`src/rtl/vga_timing_gen_if.sv`:
```
// Bundle of VGA raster signals passed from the timing generator to the draw stages.
interface vga_if;
    logic [10:0] vcount;
    logic        vsync;
    logic        vblnk;
    logic [10:0] hcount;
    logic        hsync;
    logic        hblnk;
    logic [11:0] rgb;

    modport out (output vcount, vsync, vblnk, hcount, hsync, hblnk, rgb);
    modport in  (input  vcount, vsync, vblnk, hcount, hsync, hblnk, rgb);
endinterface

```
`src/rtl/vga_timing_gen.sv`:
```
// VGA raster timing generator: free-running h/v counters with registered sync,
// blanking and line/frame pulses, all decoded from next-state counter values.
module vga_timing_gen #(
    parameter int H_ACTIVE = 1024,
    parameter int H_FP     = 24,
    parameter int H_SYNC   = 136,
    parameter int H_BP     = 160,
    parameter int V_ACTIVE = 768,
    parameter int V_FP     = 3,
    parameter int V_SYNC   = 6,
    parameter int V_BP     = 29
) (
    input  logic clk,
    input  logic rst,
    vga_if.out   vga_out,
    output logic frame_start,
    output logic line_start
);
    localparam int H_TOTAL = H_ACTIVE + H_FP + H_SYNC + H_BP;
    localparam int V_TOTAL = V_ACTIVE + V_FP + V_SYNC + V_BP;

    localparam logic [10:0] H_LAST   = 11'(H_TOTAL - 1);
    localparam logic [10:0] V_LAST   = 11'(V_TOTAL - 1);
    localparam logic [10:0] H_BLK    = 11'(H_ACTIVE);
    localparam logic [10:0] H_SYN_LO = 11'(H_ACTIVE + H_FP);
    localparam logic [10:0] H_SYN_HI = 11'(H_ACTIVE + H_FP + H_SYNC);
    localparam logic [10:0] V_BLK    = 11'(V_ACTIVE);
    localparam logic [10:0] V_SYN_LO = 11'(V_ACTIVE + V_FP);
    localparam logic [10:0] V_SYN_HI = 11'(V_ACTIVE + V_FP + V_SYNC);

    logic [10:0] hcount_q, hcount_d;
    logic [10:0] vcount_q, vcount_d;
    logic        hsync_q, hblnk_q, vsync_q, vblnk_q;
    logic        frame_start_q, line_start_q;

    // >= rather than == so a corrupted counter can never run past the wrap point
    always_comb begin
        hcount_d = hcount_q + 11'd1;
        vcount_d = vcount_q;
        if (hcount_q >= H_LAST) begin
            hcount_d = 11'd0;
            vcount_d = (vcount_q >= V_LAST) ? 11'd0 : vcount_q + 11'd1;
        end
    end

    always_ff @(posedge clk) begin
        if (rst) begin
            hcount_q      <= 11'd0;
            vcount_q      <= 11'd0;
            hsync_q       <= 1'b0;
            hblnk_q       <= 1'b0;
            vsync_q       <= 1'b0;
            vblnk_q       <= 1'b0;
            frame_start_q <= 1'b0;
            line_start_q  <= 1'b0;
        end else begin
            hcount_q      <= hcount_d;
            vcount_q      <= vcount_d;
            hblnk_q       <= (hcount_d >= H_BLK);
            hsync_q       <= (hcount_d >= H_SYN_LO) && (hcount_d < H_SYN_HI);
            vblnk_q       <= (vcount_d >= V_BLK);
            vsync_q       <= (vcount_d >= V_SYN_LO) && (vcount_d < V_SYN_HI);
            line_start_q  <= (hcount_d == 11'd0);
            frame_start_q <= (hcount_d == 11'd0) && (vcount_d == 11'd0);
        end
    end

    assign vga_out.hcount = hcount_q;
    assign vga_out.vcount = vcount_q;
    assign vga_out.hsync  = hsync_q;
    assign vga_out.hblnk  = hblnk_q;
    assign vga_out.vsync  = vsync_q;
    assign vga_out.vblnk  = vblnk_q;
    assign vga_out.rgb    = 12'h000;
    assign frame_start    = frame_start_q;
    assign line_start     = line_start_q;
endmodule
```
`src/flat_wrapper.sv`:
```
// flat-port wrapper written by rule: the top's interface ports become plain ports
module vga_timing_gen_flat 
#(
    parameter int H_ACTIVE = 1024,
    parameter int H_FP     = 24,
    parameter int H_SYNC   = 136,
    parameter int H_BP     = 160,
    parameter int V_ACTIVE = 768,
    parameter int V_FP     = 3,
    parameter int V_SYNC   = 6,
    parameter int V_BP     = 29
)
  (clk, rst, frame_start, line_start, vga_out_vcount, vga_out_vsync, vga_out_vblnk, vga_out_hcount, vga_out_hsync, vga_out_hblnk, vga_out_rgb);
  vga_if vga_out_i ();
  input  logic clk;
  input  logic rst;
  output logic frame_start;
  output logic line_start;
  output wire logic [$bits(vga_out_i.vcount)-1:0] vga_out_vcount;
  output wire logic [$bits(vga_out_i.vsync)-1:0] vga_out_vsync;
  output wire logic [$bits(vga_out_i.vblnk)-1:0] vga_out_vblnk;
  output wire logic [$bits(vga_out_i.hcount)-1:0] vga_out_hcount;
  output wire logic [$bits(vga_out_i.hsync)-1:0] vga_out_hsync;
  output wire logic [$bits(vga_out_i.hblnk)-1:0] vga_out_hblnk;
  output wire logic [$bits(vga_out_i.rgb)-1:0] vga_out_rgb;
  assign vga_out_vcount = vga_out_i.vcount;
  assign vga_out_vsync = vga_out_i.vsync;
  assign vga_out_vblnk = vga_out_i.vblnk;
  assign vga_out_hcount = vga_out_i.hcount;
  assign vga_out_hsync = vga_out_i.hsync;
  assign vga_out_hblnk = vga_out_i.hblnk;
  assign vga_out_rgb = vga_out_i.rgb;
  vga_timing_gen #(.H_ACTIVE(H_ACTIVE), .H_FP(H_FP), .H_SYNC(H_SYNC), .H_BP(H_BP), .V_ACTIVE(V_ACTIVE), .V_FP(V_FP), .V_SYNC(V_SYNC), .V_BP(V_BP)) u_core (.clk(clk), .rst(rst), .vga_out(vga_out_i), .frame_start(frame_start), .line_start(line_start));
endmodule
```
`config.mk`:
```
export PLATFORM = sky130hd
export DESIGN_NAME = vga_timing_gen_flat
export DESIGN_NICKNAME = d
export VERILOG_FILES = /design/src/rtl/vga_timing_gen_if.sv /design/src/rtl/vga_timing_gen.sv /design/src/flat_wrapper.sv
export SDC_FILE = /design/constraint.sdc
export NUM_CORES = 1
export LEC_CHECK = 0
export BUFFER_PORTS_ARGS = -buffer_cell sky130_fd_sc_hd__buf_4
export CELL_PAD_IN_SITES_DETAIL_PLACEMENT = 0
export CELL_PAD_IN_SITES_GLOBAL_PLACEMENT = 1
export CORE_MARGIN = 1
export CORE_UTILIZATION = 35
export CTS_CLUSTER_DIAMETER = 60
export DETAILED_ROUTE_END_ITERATION = 10
export PLACE_DENSITY_LB_ADDON = 0.12
export SETUP_SLACK_MARGIN = 0.15
export SYNTH_ARGS = -nofsm -noshare
export SYNTH_HDL_FRONTEND = slang
export SYNTH_SLANG_ARGS = --single-unit
```
`constraint.sdc`:
```
create_clock -name clk -period 2.1 [get_ports clk]
set_clock_uncertainty 0.1 [all_clocks]
set_input_delay 0.21 -clock clk [delete_from_list [all_inputs] [get_ports clk]]
set_output_delay 0.21 -clock clk [all_outputs]
set_load 0.02 [all_outputs]
```
-- Yosys cells after proc, flatten, opt, wreduce, memory -nomap -nowiden
Cells that the tools add are included.
- add/subtract/negate cells: 2
- magnitude comparators: 8
- multiplexer cells: 3
- reduce and logical (&&, ||, !) cells: 5
- operators with widths (operator ; count):
    >= comparator 11 x 10 -> 1 bit (second input constant) ; 3
    >= comparator 11 bit (second input constant) ; 3
    2-to-1 mux 11 bit ; 3
    adder 11 x 1 -> 11 bit (second input constant) ; 2
    logical NOT 11 bit ; 2
    < comparator 11 x 10 -> 1 bit (second input constant) ; 1
    < comparator 11 bit (second input constant) ; 1
    logical AND 1 bit ; 3
- flip-flop bits (word level): 28
- input port bits: 2
- output and inout port bits: 40
- word-level logic and storage cells: 26

-- Longest topological paths before layout
- depth in word-level cells: 5
- gate-level depth with buffers: 8

-- Worst setup path after synthesis
OpenSTA, ideal clock, no wires.
- path type: reg2reg
- start: reg u_core.vcount_q[1] (netlist: u_core.vga_out.vcount[1])
- end: reg u_core.vsync_q (netlist: u_core.vga_out.vsync)
- setup time: 0.087 ns
- arrival: 2.224 ns
- slack: -0.312 ns
- cell stages (with the launch flop): 9
- path buffers: 0
- period minus slack after synthesis: 2.412 ns
- cell sequence: dfxtp_1 inv_1 ha_1 o31a_1 o32ai_4 nand3_2 o32a_1 a31o_1 nor4b_2
- word-level cells in the longest chain between the ends: 5
- elaborated cells on any way between the ends: 7
- ends and longest elaborated chain (what ; line ; text):
    from (decl) ; vga_timing_gen.sv:32 ; logic [10:0] vcount_q, vcount_d;
    from (signal assigned) ; vga_timing_gen.sv:58 ; vcount_q <= vcount_d;
    adder 11 x 1 -> 11 bit / >= comparator 11 x 10 -> 1 bit (equally long branches) ; vga_timing_gen.sv:42 ; vcount_d = (vcount_q >= V_LAST) ? 11'd0 : vcount_q + 11'd1;
    2-to-1 mux 11 bit ; vga_timing_gen.sv:42 ;
    2-to-1 mux 11 bit (*) ; vga_timing_gen.sv:40 ; if (hcount_q >= H_LAST) begin
    >= comparator 11 x 10 -> 1 bit / < comparator 11 x 10 -> 1 bit (equally long branches) ; vga_timing_gen.sv:62 ; vsync_q <= (vcount_d >= V_SYN_LO) && (vcount_d < V_SYN_HI);
    logical AND 1 bit (*) ; vga_timing_gen.sv:62 ;
    to (signal assigned) ; vga_timing_gen.sv:62 ;
    to (decl) ; vga_timing_gen.sv:33 ; logic hsync_q, hblnk_q, vsync_q, vblnk_q;
Every way passes the cells marked *; elsewhere a longest branch is shown, timed or not.
A chain may end at the register's enable or synchronous reset.

-- Worst setup path after layout
Ends and elaborated chain as after synthesis.

==> results.md <==
* Status: complete, but fails checks
* Failing checks: negative setup slack
* Final hold violations at 0
* Area share of the largest cell type after synthesis at 31.9%
* Main synth FF type: dfxtp_1
* Die Ht at 72.9 µm
* Post-detail-place hpwl at 3730 µm
* Antenna Violating Nets Remaining at 0
* Synth area leaders: dfxtp_1 (32%), buf_4 (7.3%), nor2_1 (6.6%)
* Synth Area in Compound Gates at 16.4%
* EDFF count, synth at 0
* Final Max Slew Viols at 0
* Share of cells above drive strength 1 at 52.3%
* Async S/R FF share, synth at 0%
* Die width at 72.9 µm
* Crit path launch type: flip-flop
* Power Total at 1.00 mW
* # fillers at 443
* Setup-failing EPs final at 1
* Ports at 42
* Via/cell ratio at 4.92
* Critical Path RT at 2.19 ns
* Post-Synth Simple-Gate Area at 28.7%
* Power Density at 380 nW/µm²
* Layout Area Growth over Synthesis at 49.7%
* Leak at 1.11 nW
* Syn Area/Cell at 8.62 µm²
* IO Port Bufs at 29
* Most common library cells after synthesis: nor2_1 (31), dfxtp_1 (28), nand2_1 (18), buf_4 (17), xnor2_1 (9)
* Post-synthesis mux area share at 1.78%
* Pin count of the biggest net entering global routing at 16
* DIE AREA at 5310 µm²
* Clock H-tree levels at 1
* Routability cong. at 0.868
* Tightest Hold Check Type: in2reg
* Fmax at 0.451 GHz
* Distinct cells, synth at 56
* Drt pass-1 iters at 4
* Initial Utilization at 36.7%
* Kind of critical path: reg2reg
* Yosys warns at 0
* Final Util at 55.0%
* Clock latency on the worst-skew pair at 0.28 ns
* Crit path DAT at 2.31 ns
* Row count at 25
* Diodes inserted at 0
* Vias in the first global route at 1674
* Combinational family with the most area after synthesis: simple AND/OR/NAND/NOR gates
* Crit. End Element: flip-flop
* Yosys top cell by area: dfxtp_1
* Final nets at 283
* Residual DRC count at 0
* CTS Root Cell: clkbuf_8
* Max FO, Critical Path at 4
* Wire per inst at 14.3 µm
* Core Region at 4790 µm²
* Post-synthesis sequential element count at 28
* XOR/XNOR share of the synthesized area at 7.97%
* Initial antenna violation count at 0
* RSZ-0062 raised after global routing: yes
* Num CTS Buffers at 3
* Reg clk slew, reported paths at 0.09 ns
* # hold bufs at CTS at 0
* Post-synthesis adder-cell area fraction at 2.14%
* Maximum root-to-sink buffer count at 2
* First-pass GRT wire length at 7980 µm
* # clock sinks at 28
* Mapped cell area at 1760 µm²
* Sequential area share after synthesis at 31.9%
* Max_cap viols at 0
* Worst vdd ir at 0.238 mV
* Placed Cells at 337
* Final non-filler cell total at 344
* Gate Count Post-Synth at 204
* Gr ovfl total at 0
* Final WL at 4910 µm
* Vias at 1692
* Final Critical Period at 2.22 ns
* GR Util All Layers at 19.6%
* CTS tree: done
* Initial DRC count at 75
* Setup WS post-layout at -0.116 ns
* Most common cell in the netlist: nor2_1
* Period utilization at 106%
cell usage in the layout, fill, tap and decap left out, types with 2 or more instances in the layout:
| cell | netlist | final |
|---|---|---|
| a21oi_1 | 6 | 4 |
| and2_1 | 3 | 2 |
| and3_1 | 3 | 3 |
| and3_2 | 2 | 2 |
| and4_1 | 3 | 2 |
| buf_4 | 17 | 76 |
| buf_6 | 3 | 4 |
| clkbuf_8 | 0 | 3 |
| conb_1 | 1 | 12 |
| dfxtp_1 | 28 | 13 |
| dfxtp_2 | 0 | 9 |
| dfxtp_4 | 0 | 6 |
| ha_4 | 0 | 2 |
| inv_1 | 3 | 2 |
| nand2_1 | 18 | 17 |
| nand2b_1 | 2 | 2 |
| nand3_1 | 8 | 7 |
| nand3_2 | 1 | 2 |
| nand4_1 | 4 | 4 |
| nor2_1 | 31 | 26 |
| nor2_2 | 0 | 4 |
| nor3_1 | 6 | 3 |
| nor3_4 | 0 | 2 |
| nor4b_2 | 2 | 2 |
| o211a_1 | 2 | 2 |
| o21ai_0 | 3 | 2 |
| o21ai_4 | 0 | 2 |
| o31a_1 | 2 | 2 |
| o31ai_4 | 0 | 2 |
| or3_4 | 1 | 2 |
| xnor2_1 | 9 | 8 |
| xor2_1 | 7 | 6 |
state kept, by name (all words and copies together), names as in the netlist:
signal,flops
u_core.line_start,1
u_core.vga_out.hcount,11
u_core.vga_out.vcount,11
u_core.vga_out.vblnk,1
u_core.vga_out.hblnk,1
u_core.vga_out.hsync,1
u_core.frame_start,1
u_core.vga_out.vsync,1
cell type report:
type	count	area (µm²)	area share, %
multi-input cells	162	1280	48.7
repair buffers	80	616	23.4
flip-flops and latches	28	594	22.6
well taps	67	83.8	3.19
clock buffers	4	45.0	1.71
inverters	3	11.3	0.428
routing by layer:
layer  vias to the layer above  wire, µm  GRT usage (%)
li1                        852         -              -
met3                         4       135           2.62
met4                         0        49           7.63
met5                         -         0              0
met2                        28      2620           34.8
met1                       808      2110           24.0
power by group:
part           switching, mW  leakage, nW  total [mW]  internal [mW]
Combinational         0.0872        0.852       0.148         0.0605
Sequential           0.00848        0.235       0.545          0.536
Clock                  0.172       0.0228       0.308          0.136
Total                  0.268         1.11        1.00          0.733
critical path: stages (launching register included):
cell and delay [ns]:
dfxtp_4 0.37, buf_4 0.14, o31a_1 0.33, o32ai_4 0.30
nand3_2 0.12, o32a_1 0.30, a31o_1 0.22, nor4b_2 0.24
kinds of logic (layout without fill, tap and decap cells):
| group | count (synthesis) | count (layout) |
|---|---|---|
| AOI/OAI and AO/OA | 34 | 34 |
| DFF | 28 | 28 |
| muxes | 3 | 3 |
| and+or+nand+nor | 94 | 94 |
| xor gates and xnor gates | 16 | 16 |
| adders and majority gates | 3 | 3 |
| buffers and inverters | 25 | 87 |
| other | 1 | 12 |
worst paths after layout:
kind / end / startpoint / cells after the start / slack, ns
max: u_core.vga_out.vsync / u_core.vga_out.vcount[1] / 7 / -0.12
min: u_core.vga_out.vcount[0] / rst / 2 / 0.05
max reg2reg: u_core.vga_out.vsync / u_core.vga_out.vcount[1] / 7 / -0.12
min reg2reg: u_core.vga_out.hcount[0] / u_core.vga_out.hcount[0] / 2 / 0.48
repair_timing:
action	4_1_cts	5_1_grt
buffers inserted	2	1
endpoints found under the setup margin	7	12
resized for setup	11	31
pin swaps	2	14
metrics by stage:
stage / area [µm²] / setup WS [ns] / TNS [ns] / hold WS, ns
after floorplan: 1910 / -0.131 / -0.131 / 0.173
after global placement: 2380 / -0.0459 / -0.0459 / 0.330
after detailed placement: 2380 / -0.135 / -0.135 / 0.338
after CTS: 2490 / -0.111 / -0.111 / 0.0386
after global routing: 2630 / -0.236 / -0.264 / 0.0411
final: 2630 / -0.116 / -0.116 / 0.0455
Power figures use the tool's default switching activity.
